**src/rtl/non_res_div_param_if.sv**
```systemverilog
// non_res_div_param_if: start/done handshake bundle for the non-restoring divider
interface non_res_div_param_if #(parameter int WIDTH = 8);
  logic start;
  logic signed_mode;
  logic [WIDTH-1:0] dividend;
  logic [WIDTH-1:0] divisor;
  logic busy;
  logic done;
  logic [WIDTH-1:0] quotient;
  logic [WIDTH-1:0] remainder;
  logic dbz;
  logic ovf;
  modport master(output start, signed_mode, dividend, divisor,
                 input busy, done, quotient, remainder, dbz, ovf);
  modport slave(input start, signed_mode, dividend, divisor,
                output busy, done, quotient, remainder, dbz, ovf);
endinterface

```
**src/rtl/non_res_div_param.sv**
```systemverilog
// non_res_div_param: multi-cycle signed/unsigned non-restoring divider with dbz/ovf flags
module non_res_div_param #(
  parameter int WIDTH = 8,
  localparam int CNT_W = $clog2(WIDTH) + 1
) (
  input logic clk,
  input logic rst,
  non_res_div_param_if.slave bus
);
  typedef enum logic [2:0] {IDLE, ITER, CORR, SIGN, DONE} state_t;
  localparam logic [WIDTH-1:0] MIN = {1'b1, {(WIDTH-1){1'b0}}};
  state_t state, state_nx;
  logic [CNT_W-1:0] cnt;
  logic [WIDTH:0] a, m, a_sh, a_new;
  logic [WIDTH-1:0] q, dvd_mag, dvs_mag;
  logic sq, sr, ov, zero, last;
  always_comb begin
    zero = bus.divisor == '0;
    dvd_mag = bus.signed_mode && bus.dividend[WIDTH-1] ? -bus.dividend : bus.dividend;
    dvs_mag = bus.signed_mode && bus.divisor[WIDTH-1] ? -bus.divisor : bus.divisor;
    // the dropped top bit of A is recovered by the modular add/sub: the true result fits in WIDTH+1 bits
    a_sh = {a[WIDTH-1:0], q[WIDTH-1]};
    a_new = a[WIDTH] ? a_sh + m : a_sh - m;
    last = cnt == CNT_W'(WIDTH - 1);
    state_nx = state;
    case (state)
      IDLE: state_nx = bus.start ? (zero ? DONE : ITER) : IDLE;
      ITER: state_nx = last ? CORR : ITER;
      CORR: state_nx = SIGN;
      SIGN: state_nx = DONE;
      default: state_nx = IDLE;
    endcase
  end
  assign bus.busy = state != IDLE;
  assign bus.done = state == DONE;
  always_ff @(posedge clk)
    if (rst) state <= IDLE;
    else state <= state_nx;
  always_ff @(posedge clk) begin
    if (rst) begin
      cnt <= '0;
      a <= '0;
      q <= '0;
      m <= '0;
      sq <= 1'b0;
      sr <= 1'b0;
      ov <= 1'b0;
      bus.quotient <= '0;
      bus.remainder <= '0;
      bus.dbz <= 1'b0;
      bus.ovf <= 1'b0;
    end else begin
      case (state)
        IDLE: if (bus.start) begin
          sq <= bus.signed_mode & (bus.dividend[WIDTH-1] ^ bus.divisor[WIDTH-1]);
          sr <= bus.signed_mode & bus.dividend[WIDTH-1];
          ov <= bus.signed_mode && bus.dividend == MIN && bus.divisor == '1;
          bus.dbz <= zero;
          bus.ovf <= 1'b0;
          a <= '0;
          q <= dvd_mag;
          m <= {1'b0, dvs_mag};
          cnt <= '0;
          if (zero) begin
            bus.quotient <= '1;
            bus.remainder <= bus.dividend;
          end
        end
        ITER: begin
          a <= a_new;
          q <= {q[WIDTH-2:0], ~a_new[WIDTH]};
          cnt <= cnt + 1'b1;
        end
        CORR: if (a[WIDTH]) a <= a + m;
        SIGN: begin
          bus.quotient <= sq ? -q : q;
          bus.remainder <= sr ? -a[WIDTH-1:0] : a[WIDTH-1:0];
          bus.ovf <= ov;
        end
        default: ;
      endcase
    end
  end
endmodule

```
**src/flat_wrapper.sv**
```systemverilog
// flat-port wrapper written by rule: the top's interface ports become plain ports
module non_res_div_param_flat 
#(
  parameter int WIDTH = 8,
  localparam int CNT_W = $clog2(WIDTH) + 1
)
  (clk, rst, bus_start, bus_signed_mode, bus_dividend, bus_divisor, bus_busy, bus_done, bus_quotient, bus_remainder, bus_dbz, bus_ovf);
  non_res_div_param_if #(.WIDTH(WIDTH)) bus_i ();
  input logic clk;
  input logic rst;
  input wire logic [$bits(bus_i.start)-1:0] bus_start;
  input wire logic [$bits(bus_i.signed_mode)-1:0] bus_signed_mode;
  input wire logic [$bits(bus_i.dividend)-1:0] bus_dividend;
  input wire logic [$bits(bus_i.divisor)-1:0] bus_divisor;
  output wire logic [$bits(bus_i.busy)-1:0] bus_busy;
  output wire logic [$bits(bus_i.done)-1:0] bus_done;
  output wire logic [$bits(bus_i.quotient)-1:0] bus_quotient;
  output wire logic [$bits(bus_i.remainder)-1:0] bus_remainder;
  output wire logic [$bits(bus_i.dbz)-1:0] bus_dbz;
  output wire logic [$bits(bus_i.ovf)-1:0] bus_ovf;
  assign bus_i.start = bus_start;
  assign bus_i.signed_mode = bus_signed_mode;
  assign bus_i.dividend = bus_dividend;
  assign bus_i.divisor = bus_divisor;
  assign bus_busy = bus_i.busy;
  assign bus_done = bus_i.done;
  assign bus_quotient = bus_i.quotient;
  assign bus_remainder = bus_i.remainder;
  assign bus_dbz = bus_i.dbz;
  assign bus_ovf = bus_i.ovf;
  non_res_div_param #(.WIDTH(WIDTH)) u_core (.clk(clk), .rst(rst), .bus(bus_i));
endmodule
```
**config.mk**
```make
export PLATFORM = sky130hd
export DESIGN_NAME = non_res_div_param_flat
export DESIGN_NICKNAME = d
export VERILOG_FILES = /design/src/rtl/non_res_div_param_if.sv /design/src/rtl/non_res_div_param.sv /design/src/flat_wrapper.sv
export SDC_FILE = /design/constraint.sdc
export NUM_CORES = 1
export LEC_CHECK = 0
export CAP_MARGIN = 20
export CORE_AREA = 2 2 70 105
export DETAILED_ROUTE_END_ITERATION = 10
export DIE_AREA = 0 0 72 107
export PLACE_DENSITY = 0.76
export SYNTH_ARGS = -nofsm -noshare
export SYNTH_HDL_FRONTEND = slang
export SYNTH_SLANG_ARGS = --single-unit
```
**constraint.sdc**
```tcl
create_clock -name clk -period 3.55 [get_ports clk]
set_clock_uncertainty 0.1 [all_clocks]
set_input_delay 0.355 -clock clk [delete_from_list [all_inputs] [get_ports clk]]
set_output_delay 0.355 -clock clk [all_outputs]
set_load 0.01 [all_outputs]
```
== After elaboration in Yosys (flattened, before gate mapping) ==
Index checks and enable logic that the tools add are counted.
Word-level totals
  register bits after elaboration: 53
  bits in latches: 0
  bits in writable memories: 0
  bits in read-only memories: 0
  input port bits: 20
  output and inout port bits: 20
  word-level logic and storage cells: 75
  memories kept: 0
Cells by class
  add/subtract/negate cells: 8
  $mul: 0
  div/mod/pow operators: 0
  order comparisons: 0
  equality and inequality tests: 10
  shift-type cells: 0
  mux-type cells: 24
  bitwise gates (word level): 4
  reduce and logical (&&, ||, !) cells: 16
Operators with widths (number)
  2-to-1 mux 8 bit: 9
  one-hot mux 8 bit (2 select lines): 3
  negation 8 bit: 4
  2-to-1 mux 9 bit: 3
  one-hot mux 9 bit (3 select lines): 1
  adder 9 x 8 -> 9 bit: 2
  == test 8 bit, second input constant: 2
  one-hot mux 3 bit (4 select lines): 1
  subtractor 9 x 8 -> 9 bit: 1
  logical NOT 8 bit: 1
  one-hot mux 4 bit (2 select lines): 1
  AND reduction 2 bit: 4
  == test 3 x 2 -> 1 bit, second input constant: 2
  2-to-1 mux 3 bit: 2
  AND reduction 3 bit: 2
  nonzero test 3 bit: 2
  adder 4 x 1 -> 4 bit, second input constant: 1
  == test 4 x 3 -> 1 bit, second input constant: 1
  logical AND 1 bit: 4
  2-to-1 mux 4 bit: 1
  != test 2 x 1 -> 1 bit, second input constant: 2
  nonzero test 2 bit: 2
  == test 3 x 1 -> 1 bit, second input constant: 1
  == test 3 bit, second input constant: 1
  8 further kinds: 9

== Depth between registers and ports, before layout ==
  depth after elaboration: 4
  mapped depth: 10
  mapped depth without buffers: 10

== Worst setup path after synthesis ==
OpenSTA, ideal clock, no wires.
  kind: register to register
  start: register u_core.m[1]
  end: register u_core.a[8]
  setup time: 0.079 ns
  data arrival time: 2.491 ns
  required time: 3.371 ns
  setup slack: 0.880 ns
  stages on the path, launching flop included: 11
  path buffers: 0
  clock period less this slack: 2.670 ns
  cell sequence: dfxtp_1 -> inv_1 -> ha_1 -> nor2_1 -> xor2_1 -> ha_1 -> nor2b_1 -> o2111ai_1 -> a31oi_1 -> or4b_2 -> o211ai_1
On the way
  word-level cells in the longest chain between the ends: 3
  elaborated cells on any way between the ends: 6
  classes of those cells: add/sub (3); mux (3)
RTL lines
  from (decl): RTL line non_res_div_param.sv:14  | logic [WIDTH:0] a, m, a_sh, a_new;
  from (signal assigned): RTL line non_res_div_param.sv:62  | m <= {1'b0, dvs_mag};
  adder 9 x 8 -> 9 bit (tied with other cells): RTL line non_res_div_param.sv:74  | CORR: if (a[WIDTH]) a <= a + m;
  2-to-1 mux 9 bit, on equally long branches: RTL line non_res_div_param.sv:74, non_res_div_param.sv:23
  one-hot mux 9 bit (3 select lines) *: RTL line non_res_div_param.sv:53  | case (state)
  to (signal assigned): RTL line non_res_div_param.sv:70  | a <= a_new;
  to (signal assigned): RTL line non_res_div_param.sv:74
  to (decl): RTL line non_res_div_param.sv:14
Mark *: on every way between the ends. The rest lies on a longest branch, timed or not. The select of a mux whose other input is x is not followed.
A chain may end at the register's enable or synchronous reset.

== Final worst setup path ==
Same ends and word-level chain as after synthesis.

==> metrics.log <==
[metrics] Antenna Diode Count: 0
[metrics] worst-skew pair later-pin latency: 0.32 ns
[metrics] starting density of the core: 0.536
[metrics] clock period minus final worst setup slack: 2.95 ns
[metrics] height of the chip: 107 um
[metrics] endpoint of the worst register-to-register path: u_core.a[8]$_SDFFE_PP0P_
[metrics] nets: 524
[metrics] required time of the critical path: 3.69 ns
[metrics] endpoint arrival time on the critical path: 3.09 ns
[metrics] TritonCTS clock tree: yes
[metrics] worst-case clock buffer depth: 2
[metrics] IO Port Bufs: 39
[metrics] GRT Util Overall: 0.254
[metrics] Reg2Reg Depth: 10
[metrics] post-synthesis cell type with the largest combined area: sky130_fd_sc_hd__dfxtp_1
[metrics] cts hold-fix bufs: 0
[metrics] number of vias per cell: 6.26
[metrics] share of the synthesized area in compound gates (AO/OA/AOI/OAI): 0.245
[metrics] share of post-route cells with drive strength above 1: 0.0500
[metrics] area of all placed cells without fillers: 0.00415 mm^2
[metrics] first-pass GRT wire length: around 16000 um
[metrics] total wire length: 9500 um
[metrics] Final Slew Violations: 0
[metrics] r2r setup slk: between 0.6 and 0.7 ns
[metrics] cell leakage power: 1.54 nW
[metrics] top cells by area in the synthesized netlist: sky130_fd_sc_hd__dfxtp_1 29%, sky130_fd_sc_hd__ha_1 7.9%, sky130_fd_sc_hd__a211oi_1 5.3%
[metrics] parity-gate share of the synthesized area counting xor and xnor cells: 0.0768
[metrics] setup violation total in the final timing report: 0
[metrics] DRC violations left: 0
[metrics] crit path capture: u_core.a[8]$_SDFFE_PP0P_
[metrics] sinks on the clock net: 53
[metrics] RSZ-0062 raised after global routing: no
[metrics] measured slew at the worst slew-check pin: 0.594 ns
[metrics] vias in the first global route: 3480
[metrics] I/O pin cnt: 40
[metrics] Yosys warnings: 0
[metrics] fraction of registers with async set/reset: 0
[metrics] die span in x: between 70 and 80 um
[metrics] Routability Congestion: slightly above 0.9
[metrics] launching point of the worst reg2reg path: u_core.m[1]$_SDFFE_PP0P_
[metrics] startpoint type of the worst setup path: flop
[metrics] share of the yosys chip area belonging to registers: 0.291
[metrics] relative area change from synthesis to final layout: 13.7%
[metrics] area enclosed by the die boundary: 0.00770 mm^2
[metrics] start point of the critical path: u_core.m[1]$_SDFFE_PP0P_
[metrics] Max Fclk: about 340 MHz
[metrics] Post-Synthesis Cells: 452
[metrics] antenna violations before repair: 0
[metrics] Simple-Gate Fraction of Synth Area: 0.218
[metrics] number of maximum-capacitance constraint violations: 0
[metrics] Post-Synthesis Cell Area: around 0.0036 mm^2
[metrics] maximum level of the CTS H-tree: 2
[metrics] Hold Violations, Final: 0
[metrics] power per unit of standard cell area: 363 mW/mm^2
[metrics] type of the tightest min-delay check: flop to flop
[metrics] DRT antenna net count: 0
[metrics] post-route clock period utilization: 0.830
[metrics] Max-slew headroom: 0.603
[metrics] count of unique library cells instantiated by Yosys: 57
[metrics] largest family of logic cells by synthesized area: compound AO/OA/AOI/OAI gates
[metrics] Placeable Area: 0.00681 mm^2
[metrics] detailed-route via count: 3491
[metrics] arithmetic-cell share of the synthesized area counting full adders, half adders and majority gates: 0.0898
[metrics] dominant cell by count in the synthesized netlist: sky130_fd_sc_hd__dfxtp_1
[metrics] count of flip-flops with a built-in enable after synthesis: 0
[metrics] outcome: completed
[metrics] peak supply drop: 0.000234 V
[metrics] placement-stage cell area: 0.00406 mm^2
[metrics] cell chosen for the clock root: sky130_fd_sc_hd__clkbuf_8
[metrics] detailed placer's ending HPWL: between 7000 and 8000 um
[metrics] global-route congestion overflow total: 0
[metrics] number of cell rows: 37
[metrics] fraction of post-synthesis cell area in the top cell type by area: 0.291
[metrics] multiplexer share of the synthesized area: 0.0333
[metrics] worst hold margin: between 0.3 and 0.4 ns
[metrics] maximum fanout encountered on the critical timing path: 6
[metrics] type of element capturing the critical path: flop
[metrics] post-cts gate resize count: 0
[metrics] violation count after the first detailed-routing iteration: 273
[metrics] worst setup path category: flop to flop
[metrics] Pre-Repair DR Iteration Count: 5
[metrics] synthesized netlist net count: 497
[metrics] cts bufs inserted: 5
[metrics] Top FF cell, synth: sky130_fd_sc_hd__dfxtp_1
[metrics] post-CTS setup-driven buffer insertion count: 0
[metrics] mean post-synth cell area: 8.07 um^2
[metrics] number of register bits inferred by synthesis: 53
[metrics] setup_tns: 0 ns
[metrics] per-cell routed wire length: 17.0 um
[metrics] clock-pin slew on the worst setup and hold paths: between 0.1 and 0.15 ns
[metrics] maximum number of pins on one net before global-route repair: 30
[metrics] commonest cells in the netlist: 53 x sky130_fd_sc_hd__dfxtp_1, 52 x sky130_fd_sc_hd__nor2_1, 34 x sky130_fd_sc_hd__a21oi_1, 28 x sky130_fd_sc_hd__nand2_1, 26 x sky130_fd_sc_hd__a211oi_1
[cell type report]
class | count | area, um^2
clock buffer | 6 | 72.6
clock inverter | 2 | 15.0
fill | 632 | 2660
inverter | 16 | 60.1
multi-input combinational | 359 | 2420
sequential | 53 | 1060
tap | 78 | 97.6
timing repair buffer | 44 | 423
[flip-flops by register name, summed over array words and instances, names as in the netlist]
register / flops
u_core.a: 9
u_core.bus.dbz: 1
u_core.bus.ovf: 1
u_core.bus.quotient: 8
u_core.bus.remainder: 8
u_core.cnt: 4
u_core.m: 8
u_core.ov: 1
u_core.q: 8
u_core.sq: 1
u_core.sr: 1
u_core.state: 3
[how the worst min path moves through the flow]
stage / slack (ns) / to / startpoint / cells after the start
2_1_floorplan: 0.33 / u_core.bus.ovf$_SDFFE_PP0P_ / u_core.ov$_SDFFE_PP0P_ / 2
3_3_place_gp: 0.35 / u_core.bus.ovf$_SDFFE_PP0P_ / u_core.ov$_SDFFE_PP0P_ / 2
3_5_place_dp: 0.35 / u_core.bus.ovf$_SDFFE_PP0P_ / u_core.ov$_SDFFE_PP0P_ / 2
4_1_cts: 0.36 / u_core.bus.ovf$_SDFFE_PP0P_ / u_core.ov$_SDFFE_PP0P_ / 2
5_1_grt: 0.42 / u_core.bus.ovf$_SDFFE_PP0P_ / u_core.ov$_SDFFE_PP0P_ / 2
6_report: 0.36 / u_core.bus.ovf$_SDFFE_PP0P_ / u_core.ov$_SDFFE_PP0P_ / 2
[metrics by stage]
stage | worst slack [ns] | util | cells | total power, mW
finish | 0.603 | 0.609 | 558 | 1.51
global route | 0.430 | 0.609 | 558 | 1.59
CTS | 0.621 | 0.609 | 558 | 1.50
detailed placement | 0.634 | 0.597 | 550 | 1.16
global placement | 0.721 | 0.597 | 550 | 1.15
floorplan | 0.880 | - | 452 | 1.03
[cells in the final DEF, fill, tap and decap left out, types with 4 or more instances in the layout]
| master | Yosys | routed |
|---|---|---|
| sky130_fd_sc_hd__nor3_1 | 21 | 21 |
| sky130_fd_sc_hd__or3_1 | 7 | 7 |
| sky130_fd_sc_hd__buf_4 | 1 | 5 |
| sky130_fd_sc_hd__xnor2_1 | 13 | 13 |
| sky130_fd_sc_hd__nand2b_1 | 5 | 5 |
| sky130_fd_sc_hd__xor2_1 | 19 | 19 |
| sky130_fd_sc_hd__o21ai_0 | 16 | 16 |
| sky130_fd_sc_hd__nor2_1 | 52 | 52 |
| sky130_fd_sc_hd__nor2b_1 | 5 | 5 |
| sky130_fd_sc_hd__a21o_1 | 4 | 4 |
| sky130_fd_sc_hd__clkbuf_8 | 0 | 5 |
| sky130_fd_sc_hd__ha_1 | 23 | 23 |
| sky130_fd_sc_hd__nand3_1 | 12 | 12 |
| sky130_fd_sc_hd__a21oi_1 | 34 | 34 |
| sky130_fd_sc_hd__a211oi_1 | 26 | 26 |
| sky130_fd_sc_hd__a22oi_1 | 5 | 5 |
| sky130_fd_sc_hd__inv_1 | 16 | 16 |
| sky130_fd_sc_hd__a31oi_1 | 8 | 8 |
| sky130_fd_sc_hd__clkdlybuf4s50_1 | 0 | 38 |
| sky130_fd_sc_hd__nand4_1 | 4 | 4 |
| sky130_fd_sc_hd__o21a_1 | 5 | 5 |
| sky130_fd_sc_hd__nand2_1 | 28 | 28 |
| sky130_fd_sc_hd__mux2i_1 | 11 | 11 |
| sky130_fd_sc_hd__nand3b_1 | 4 | 4 |
| sky130_fd_sc_hd__dfxtp_1 | 53 | 53 |
| sky130_fd_sc_hd__o31ai_1 | 5 | 5 |
[worst max-delay path, cell delays in order (launching register included)]
cell and delay [ns]:
sky130_fd_sc_hd__dfxtp_1 0.42, sky130_fd_sc_hd__inv_1 0.13, sky130_fd_sc_hd__ha_1 0.24, sky130_fd_sc_hd__nor2_1 0.12, sky130_fd_sc_hd__xor2_1 0.16, sky130_fd_sc_hd__ha_1 0.30
sky130_fd_sc_hd__nor2b_1 0.17, sky130_fd_sc_hd__o2111ai_1 0.28, sky130_fd_sc_hd__a31oi_1 0.19, sky130_fd_sc_hd__or4b_2 0.65, sky130_fd_sc_hd__o211ai_1 0.10
[power breakdown]
| part | total, mW | switching [mW] | internal [mW] |
|---|---|---|---|
| combinational | 0.468 | 0.260 | 0.208 |
| sequential | 0.687 | 0.0611 | 0.626 |
| clock | 0.350 | 0.211 | 0.140 |
[metal layers]
layer / vias to the layer above / GRT usage / routed length (um)
li1: 1704 / - / -
met1: 1654 / 0.268 / 3720
met2: 98 / 0.470 / 4970
met3: 35 / 0.0291 / 388
met4: 0 / 0.152 / 422
met5: - / 0 / 0
[kinds of logic after synthesis]
logic type,Yosys count
flops,53
compound gates,132
mux,12
buf+inv,40
simple gates,158
xor+xnor,32
fa+ha+maj,25
No activity file was read; power rests on OpenSTA's default activity.
